[src/rtl/pe_sched_pkg.sv]
// Shared types and sizing for the convolution window scheduler.
// Optional PE_WINDOW_SCHED_RELU_EN (see pe_window_sched) clamps negative results.
package pe_sched_pkg;
  localparam int K      = 5;
  localparam int PIC_W  = 16;
  localparam int WGT_W  = 16;
  localparam int RES_W  = 37;
  localparam int DIM_W  = 8;
  localparam int ADDR_W = 16;
  localparam int KK     = K * K;
  localparam int KK_W   = $clog2(KK);
  localparam int KC_W   = $clog2(K);

  typedef enum logic [2:0] {
    IDLE,
    CHECK,
    FETCH,
    WAIT,
    OUT,
    DONE
  } state_t;
endpackage

[src/rtl/pe_sched_addr_gen.sv]
// Window/kernel counters and multiplier-free pixel address generation.
// row_base tracks (y+ky)*img_w + x; win_base tracks y*img_w + x.
module pe_sched_addr_gen
  import pe_sched_pkg::*;
(
  input  logic              clk,
  input  logic              rst_n,
  input  logic              init,
  input  logic              step,
  input  logic              adv,
  input  logic [DIM_W-1:0]  img_w,
  input  logic [DIM_W-1:0]  img_h,
  output logic [ADDR_W-1:0] pic_addr,
  output logic [KK_W-1:0]   wgt_addr,
  output logic              fetch_last,
  output logic              win_last
);
  localparam logic [KC_W-1:0]  KMAX = KC_W'(K - 1);
  localparam logic [DIM_W-1:0] KD   = DIM_W'(K);

  logic [KC_W-1:0]   kx, ky;
  logic [DIM_W-1:0]  x, y;
  logic [KK_W-1:0]   widx;
  logic [ADDR_W-1:0] win_base, row_base;
  logic              x_last, y_last;

  assign x_last     = (x == img_w - KD);
  assign y_last     = (y == img_h - KD);
  assign win_last   = x_last & y_last;
  assign fetch_last = (kx == KMAX) & (ky == KMAX);
  assign pic_addr   = row_base + ADDR_W'(kx);
  assign wgt_addr   = widx;

  always_ff @(posedge clk) begin
    if (!rst_n || init) begin
      kx       <= '0;
      ky       <= '0;
      x        <= '0;
      y        <= '0;
      widx     <= '0;
      win_base <= '0;
      row_base <= '0;
    end else if (step) begin
      if (fetch_last) begin
        kx       <= '0;
        ky       <= '0;
        widx     <= '0;
        row_base <= win_base;
      end else if (kx == KMAX) begin
        kx       <= '0;
        ky       <= ky + 1'b1;
        widx     <= widx + 1'b1;
        row_base <= row_base + ADDR_W'(img_w);
      end else begin
        kx   <= kx + 1'b1;
        widx <= widx + 1'b1;
      end
    end else if (adv) begin
      // end of a row of windows: x=img_w-K, so +K lands on the next row start
      if (x_last) begin
        x        <= '0;
        y        <= y + 1'b1;
        win_base <= win_base + ADDR_W'(K);
        row_base <= win_base + ADDR_W'(K);
      end else begin
        x        <= x + 1'b1;
        win_base <= win_base + 1'b1;
        row_base <= win_base + 1'b1;
      end
    end
  end
endmodule

[src/rtl/pe_window_sched.sv]
// Walks every KxK window of an image, feeds the PE, returns results.
// Define PE_WINDOW_SCHED_RELU_EN to clamp negative results to zero.
module pe_window_sched
  import pe_sched_pkg::*;
(
  input  logic              clk,
  input  logic              rst_n,
  input  logic              start,
  input  logic [DIM_W-1:0]  img_w,
  input  logic [DIM_W-1:0]  img_h,
  output logic              busy,
  output logic              done,
  output logic              err,
  output logic              pic_rd_en,
  output logic [ADDR_W-1:0] pic_addr,
  input  logic [PIC_W-1:0]  pic_rdata,
  output logic              wgt_rd_en,
  output logic [KK_W-1:0]   wgt_addr,
  input  logic [WGT_W-1:0]  wgt_rdata,
  output logic [PIC_W-1:0]  pe_picDat,
  output logic [WGT_W-1:0]  pe_weightDat,
  output logic              pe_in_vld,
  output logic              pe_in_last,
  input  logic [RES_W-1:0]  pe_result,
  input  logic              pe_valid,
  output logic [RES_W-1:0]  res_data,
  output logic              res_valid,
  input  logic              res_ready
);
  state_t state, nxt;

  logic [DIM_W-1:0] w_q, h_q;
  logic [RES_W-1:0] res_q, cap;
  logic             err_q, rd_q, last_q;
  logic             init, step, adv;
  logic             fetch_last, win_last, bad;

  assign bad = (w_q < DIM_W'(K)) | (h_q < DIM_W'(K));

`ifdef PE_WINDOW_SCHED_RELU_EN
  assign cap = pe_result[RES_W-1] ? '0 : pe_result;
`else
  assign cap = pe_result;
`endif

  pe_sched_addr_gen u_addr (
    .clk        (clk),
    .rst_n      (rst_n),
    .init       (init),
    .step       (step),
    .adv        (adv),
    .img_w      (w_q),
    .img_h      (h_q),
    .pic_addr   (pic_addr),
    .wgt_addr   (wgt_addr),
    .fetch_last (fetch_last),
    .win_last   (win_last)
  );

  always_comb begin
    nxt  = state;
    init = 1'b0;
    step = 1'b0;
    adv  = 1'b0;
    unique case (state)
      IDLE: begin
        if (start) begin
          nxt  = CHECK;
          init = 1'b1;
        end
      end
      CHECK: nxt = bad ? DONE : FETCH;
      FETCH: begin
        step = 1'b1;
        if (fetch_last) nxt = WAIT;
      end
      WAIT: if (pe_valid) nxt = OUT;
      OUT: begin
        if (res_ready) begin
          if (win_last) begin
            nxt = DONE;
          end else begin
            adv = 1'b1;
            nxt = FETCH;
          end
        end
      end
      DONE:    nxt = IDLE;
      default: nxt = IDLE;
    endcase
  end

  assign busy      = (state == CHECK) | (state == FETCH) |
                     (state == WAIT)  | (state == OUT);
  assign done      = (state == DONE);
  assign err       = err_q;
  assign pic_rd_en = (state == FETCH);
  assign wgt_rd_en = (state == FETCH);
  assign res_valid = (state == OUT);
  assign res_data  = res_q;

  // rd_q/last_q line up with the SRAM data cycle; the PE sees both one later
  always_ff @(posedge clk) begin
    if (!rst_n) begin
      state        <= IDLE;
      w_q          <= '0;
      h_q          <= '0;
      err_q        <= 1'b0;
      res_q        <= '0;
      rd_q         <= 1'b0;
      last_q       <= 1'b0;
      pe_in_vld    <= 1'b0;
      pe_in_last   <= 1'b0;
      pe_picDat    <= '0;
      pe_weightDat <= '0;
    end else begin
      state      <= nxt;
      rd_q       <= pic_rd_en;
      last_q     <= pic_rd_en & fetch_last;
      pe_in_vld  <= rd_q;
      pe_in_last <= last_q;
      if (rd_q) begin
        pe_picDat    <= pic_rdata;
        pe_weightDat <= wgt_rdata;
      end
      if (state == IDLE && start) begin
        w_q   <= img_w;
        h_q   <= img_h;
        err_q <= 1'b0;
      end
      if (state == CHECK && bad) err_q <= 1'b1;
      if (state == WAIT && pe_valid) res_q <= cap;
    end
  end
endmodule
[config.mk]
export PLATFORM = sky130hd
export DESIGN_NAME = pe_window_sched
export DESIGN_NICKNAME = d
export VERILOG_FILES = /design/src/rtl/pe_sched_pkg.sv /design/src/rtl/pe_sched_addr_gen.sv /design/src/rtl/pe_window_sched.sv
export SDC_FILE = /design/constraint.sdc
export NUM_CORES = 1
export LEC_CHECK = 0
export BUFFER_PORTS_ARGS = -buffer_cell sky130_fd_sc_hd__buf_2
export CORE_MARGIN = 1.5
export CORE_UTILIZATION = 40
export CTS_CLUSTER_DIAMETER = 150
export DETAILED_ROUTE_END_ITERATION = 10
export PLACE_DENSITY_LB_ADDON = 0.05
export REMOVE_ABC_BUFFERS = 1
export SYNTH_ARGS = -nofsm -noshare
export SYNTH_HDL_FRONTEND = slang
export SYNTH_HIERARCHICAL = 1
export SYNTH_SLANG_ARGS = --single-unit
[constraint.sdc]
create_clock -name clk -period 8.4 [get_ports clk]
set_input_delay 1.26 -clock clk [delete_from_list [all_inputs] [get_ports clk]]
set_output_delay 1.26 -clock clk [all_outputs]
set_load 0.05 [all_outputs]
### Word-level counts from Yosys, hierarchy flattened

Index checks and enable logic that the tools add are counted.

| operators by class | value |
|---|---|
| $add $sub $neg | 11 |
| order comparisons | 2 |
| equal/unequal tests | 14 |
| mux-type cells | 26 |
| bitwise logic cells | 8 |
| reductions and logical operators | 14 |

Operator list:

| kind | number |
|---|---|
| 16-bit two-way mux | 5 |
| 3-bit two-way mux | 10 |
| 16-bit by 1-bit adder with 16-bit output, second input constant | 1 |
| 16-bit by 3-bit adder with 16-bit output | 1 |
| 16-bit by 3-bit adder with 16-bit output, second input constant | 1 |
| 16-bit by 8-bit adder with 16-bit output | 1 |
| 8-bit by 1-bit adder with 8-bit output, second input constant | 2 |
| 8-bit equality test | 2 |
| 8-bit by 3-bit less-than comparator with 1-bit output, second input constant | 2 |
| 8-bit by 3-bit subtractor with 8-bit output, second input constant | 2 |
| 3-bit case mux with 5 select lines | 1 |
| 3-bit equality test, second input constant | 4 |
| 1-bit two-way mux | 8 |
| 8-bit two-way mux | 1 |
| 3-bit by 1-bit adder with 3-bit output, second input constant | 2 |
| 3-bit by 2-bit equality test with 1-bit output, second input constant | 2 |
| 2-bit AND reduction | 3 |
| 2-bit nonzero test | 3 |
| 5-bit by 1-bit adder with 5-bit output, second input constant | 1 |
| 5-bit two-way mux | 1 |
| 2-bit by 1-bit != test with 1-bit output, second input constant | 2 |
| 2-bit != test, second input constant | 2 |
| 1-bit bitwise OR | 4 |
| 4-bit AND reduction | 1 |
| other kinds (9) | 13 |

| storage, ports and cells | value |
|---|---|
| register bits | 152 |
| input bits | 90 |
| logic and storage cells | 93 |

### Longest topological paths before layout

| logic depth | value |
|---|---|
| word-level depth | 8 |
| depth in mapped cells | 17 |
| gate-level depth less buffers | 15 |

### Hierarchy

The synthesis kept the hierarchy.

Modules (own cells, without submodules):

| module | times used | cells an instance | area an instance (um^2) | seq. area each (um^2) |
|---|---|---|---|---|
| pe_sched_addr_gen | 1 | 540 | 4236.6 | 1181.1 |
| pe_window_sched | 1 | 395 | 3682.3 | 1861.8 |

### Worst setup path before layout

No wires, ideal clock.

| timing | value |
|---|---|
| kind | register to output |
| start point | register u_addr.kx[0] |
| end point | output port pic_addr[12] |
| arrival | 2.334 ns |
| path slack | 4.806 ns |
| cell stages (with the launch flop) | 10 |
| path buffers | 0 |
| path through | dfxtp_1 -> ha_1 -> inv_1 -> fa_1 -> inv_1 -> a21o_1 -> nor2b_1 -> nand2_1 -> nor2_1 -> xor2_1 |

| on the way | value |
|---|---|
| word-level cells in the longest chain between the ends | 1 |

RTL lines:

| item | line | RTL |
|---|---|---|
| start, declared | pe_sched_addr_gen.sv:21 | `logic [KC_W-1:0] kx, ky;` |
| start signal, assigned | pe_sched_addr_gen.sv:55 | `kx <= kx + 1'b1;` |
| 16-bit by 3-bit adder with 16-bit output | pe_sched_addr_gen.sv:31 | `assign pic_addr = row_base + ADDR_W'(kx);` |
| end, declared | pe_window_sched.sv:15 | `output logic [ADDR_W-1:0] pic_addr,` |

No other way between the ends.

### Final worst setup path

| timing | value |
|---|---|
| start point | register w_q[0] |
| end point | register u_addr.row_base[13] |

| on the way | value |
|---|---|
| word-level cells in the longest chain between the ends | 8 |
| elaborated cells between the ends (all ways) | 14 |

RTL lines:

| item | line | RTL |
|---|---|---|
| start, declared | pe_window_sched.sv:32 | `logic [DIM_W-1:0] w_q, h_q;` |
| start signal, assigned | pe_window_sched.sv:127 | `w_q <= img_w;` |
| 8-bit by 3-bit subtractor with 8-bit output | pe_sched_addr_gen.sv:27 | `assign x_last = (x == img_w - KD);` |
| 8-bit equality test | pe_sched_addr_gen.sv:27 |  |
| 1-bit bitwise AND | pe_sched_addr_gen.sv:29 | `assign win_last = x_last & y_last;` |
| named net win_last | pe_window_sched.sv:36 | `logic fetch_last, win_last, bad;` |
| 1-bit two-way mux | pe_window_sched.sv:80 | `if (win_last) begin` |
| 1-bit two-way mux | pe_window_sched.sv:79 | `if (res_ready) begin` |
| 1-bit two-way mux | pe_window_sched.sv:65 | `unique case (state)` |
| named net adv | pe_window_sched.sv:35 | `logic init, step, adv;` |
| 2-bit nonzero test (no source line) | - |  |
| 2-bit AND reduction (no source line) | - |  |
| end signal, assigned | pe_sched_addr_gen.sv:53 | `row_base <= row_base + ADDR_W'(img_w);` |
| end signal, assigned | pe_sched_addr_gen.sv:64 | `row_base <= win_base + ADDR_W'(K);` |
| end signal, assigned | pe_sched_addr_gen.sv:68 | `row_base <= win_base + 1'b1;` |
| end, declared | pe_sched_addr_gen.sv:24 | `logic [ADDR_W-1:0] win_base, row_base;` |

The timed path passes the listed nets, and every way through them passes these cells. The select of a mux whose other input is x is not followed.
A chain may end at the register's enable or synchronous reset.

==> results.sh <==
export IMPL_synth_area_mux_share=0.0468
export IMPL_vias_per_cell=5.03
export IMPL_synth_cells=935
export IMPL_synth_edf_count=0
export IMPL_yosys_top_cells_area="dfxtp_1 38%, nand2_1 7.7%, mux2i_1 4.7%, xnor2_1 4.0%, a21boi_1 3.7%"
export IMPL_nets=1213
export IMPL_ys_ff_latch=152
export IMPL_skew_ns=0.0149
export IMPL_clock_sinks=152
export IMPL_antenna_cells=0
export IMPL_cts_buffers_inserted=17
export IMPL_cp_startpoint="w_q[0]$_SDFFE_PN0P_"
export IMPL_root_buffer="clkbuf_16"
export IMPL_antenna_found_initial=0
export IMPL_async_flop_share=0
export IMPL_maxCapViolations=0
export IMPL_syn_area_per_cell_um2=8.47
export IMPL_die_area_um2=20600
export IMPL_yosysWarnings=6
export IMPL_worstReg2RegStart="w_q[0]$_SDFFE_PN0P_"
export IMPL_yosys_area_share_adder=0.0398
export IMPL_path_clk_slew_ns=0.07
export IMPL_worstPathMaxFanout=20
export IMPL_stdcell_count=1377
export IMPL_p_per_area_nw_per_um2=233
export IMPL_synthSimpleGateAreaFrac=0.237
export IMPL_crit_arrival_ns=4.67
export IMPL_drive_gt1_frac=0.233
export IMPL_die_h_um=144
export IMPL_rsz0062_at_grt="false"
export IMPL_max_stage_delay_ns=0.53
export IMPL_critPathBufInv=2
export IMPL_ctsResizeCount=0
export IMPL_finalSetupViolCount=0
export IMPL_fillers=1956
export IMPL_tightest_slew_ns=1.01
export IMPL_cellLeakagePower_nw=3.98
export IMPL_critical_path_class="reg -> reg"
export IMPL_cts_max_path_buffers=2
export IMPL_synth_top_family_by_area="simple AND/OR/NAND/NOR gates"
export IMPL_post_route_period_util=0.514
export IMPL_rrSetupSlack_ns=4.08
export IMPL_vias=6927
export IMPL_dr_pass1_iters=5
export IMPL_grt_max_degree=85
export IMPL_min_from="last_q$_SDFF_PN0_"
export IMPL_place_port_buffers=187
export IMPL_grt_total_usage=0.199
export IMPL_area_growth_pct=21.4
export IMPL_netlist_area_leader_share=0.384
export IMPL_htreeDepth=4
export IMPL_die_w_um=144
export IMPL_routed_wirelength_um=20700
export IMPL_ys_types=78
export IMPL_core_area_um2=19500
export IMPL_crit_chain="inv_1, ha_1, nand2b_1, a21oi_1, o2111ai_2, nor2_1, and2_1, nor4b_1, and3b_1, nand2b_1, buf_4, nand2_1, o221a_2, o211a_1, o221a_2, a211oi_1"
export IMPL_cts_hold_buf=0
export IMPL_synth_compound_area_frac=0.178
export IMPL_overflow=0
export IMPL_cts_setup_buffers=0
export IMPL_yosys_area_top_type="dfxtp_1"
export IMPL_grt_pass1_vias=6244
export IMPL_holdCritPathClass="reg -> reg"
export IMPL_rows=51
export IMPL_gp_congestion=0.820
export IMPL_initial_utilization=0.407
export IMPL_setup_tns_ns=0
export IMPL_outcome="completed"
export IMPL_ir_drop_v=0.000168
export IMPL_dpl_cell_count=1345
export IMPL_synth_area_um2=7920
export IMPL_period_minus_slack_ns=4.32
export IMPL_max_freq_mhz=231
export IMPL_crit_required_ns=8.75
export IMPL_end_kind="flip-flop"
export IMPL_drt_iter0_drc=428
export IMPL_synth_seq_area_share=0.384
export IMPL_synth_ff_type="dfxtp_1"
export IMPL_final_hold_violation_count=0
export IMPL_grt_pass1_wl_um=32300
export IMPL_place_hpwl_um=14600
export IMPL_slew_limit_headroom=0.324
export IMPL_clk_latency_ns=0.43
export IMPL_crit_family="simple AND/OR/NAND/NOR gates"
export IMPL_detail_route_antenna_nets=0
export IMPL_post_route_drc_count=0
export IMPL_finalPower_mw=2.24
export IMPL_start_kind="flip-flop"
export IMPL_synthXorXnorAreaFrac=0.0741
export IMPL_final_max_slew_viol_count=0
export IMPL_cts_tree="built"
export IMPL_io_pins=188
export IMPL_worst_path_max_delay_cell="nor4b_1"
export IMPL_wl_per_cell_um=15.0
-- cell usage after synthesis (26+ instances only) --
master / n
nor2_1: 59
dfxtp_1: 152
clkbuf_1: 26
xnor2_1: 36
a21oi_1: 39
o21ai_0: 34
nor2b_1: 37
mux2i_1: 37
xor2_1: 31
a21boi_1: 39
nand2_1: 162
-- kinds of logic (layout without fill, tap and decap cells) --
family | Yosys count | count (layout)
buffers and inverters | 73 | 250
multiplexers | 37 | 37
XOR/XNOR | 67 | 67
adder cells (fa/ha/maj) | 24 | 24
flip-flops | 152 | 152
AND/OR/NAND/NOR | 382 | 382
AO/OA/AOI/OAI | 200 | 200
-- placed cells by master, fill, tap and decap left out, types with 4 or more instances in the layout --
cell type and instances:
nand2b_1 11, xnor2_1 36, and3_1 11, nor2_1 58, or3_1 8, nand4_1 11, o21ai_0 34, buf_2 187
ha_1 22, clkbuf_16 17, nand2_1 162, nor2b_1 36, nand3_1 23, a21boi_1 39, o31ai_1 4, a21oi_1 39
xor2_1 31, a21o_1 10, a211oi_1 7, inv_8 5, buf_4 7, mux2i_1 37, and2_1 8, o21a_1 6
o211ai_1 4, dfxtp_1 151, a21boi_0 15, inv_1 23, nor3_1 18
-- per-stage QoR --
| step | util | worst slack [ns] | hold slack [ns] | area (um^2) |
|---|---|---|---|---|
| CTS | 0.494 | 4.08 | 0.441 | 9620 |
| global route | 0.494 | 3.61 | 0.472 | 9620 |
| global placement | 0.463 | 4.30 | 0.424 | 9020 |
| floorplan | - | 3.36 | 0.412 | 7690 |
| finish | 0.494 | 4.08 | 0.437 | 9620 |
| detailed placement | 0.463 | 4.09 | 0.423 | 9020 |
-- final cells by class --
cell class,count,area (um^2),share of cell area
flip-flops and latches,152,3040,0.317
clock buffers,18,439,0.0457
inverters,24,90.1,0.00937
repair buffers,194,988,0.103
clock inverters,14,158,0.0164
multi-input cells,710,4560,0.475
well taps,265,332,0.0345
-- routing by layer --
| layer | vias to the layer above | part of all wire | track usage |
|---|---|---|---|
| li1 | 3562 | - | - |
| met1 | 3155 | 0.48 | 0.270 |
| met2 | 184 | 0.46 | 0.313 |
| met3 | 26 | 0.046 | 0.0460 |
| met4 | 0 | 0.015 | 0.0585 |
| met5 | - | 0 | 0 |
-- report_power, final --
group	internal (mW)	switching (mW)
clock	0.430	0.345
combinational	0.216	0.403
sequential	0.770	0.0761
total	1.42	0.823
-- worst paths after layout --
path,endpoint,cells after the start
max,u_addr/row_base[13]$_SDFFE_PP0P_,16
min,pe_in_last$_SDFF_PN0_,1
max reg2reg,u_addr/row_base[13]$_SDFFE_PP0P_,16
min reg2reg,pe_in_last$_SDFF_PN0_,1
-- flip-flops by register name, summed over array words and instances, names as in the netlist --
register,count
last_q,1
u_addr/row_base,16
state,3
u_addr/y,8
u_addr/win_base,16
u_addr/wgt_addr,5
w_q,8
pe_picDat,16
pe_weightDat,16
u_addr/x,8
u_addr/kx,3
pe_in_vld,1
u_addr/ky,3
err,1
rd_q,1
res_data,37
pe_in_last,1
h_q,8
Power figures use the tool's default switching activity.
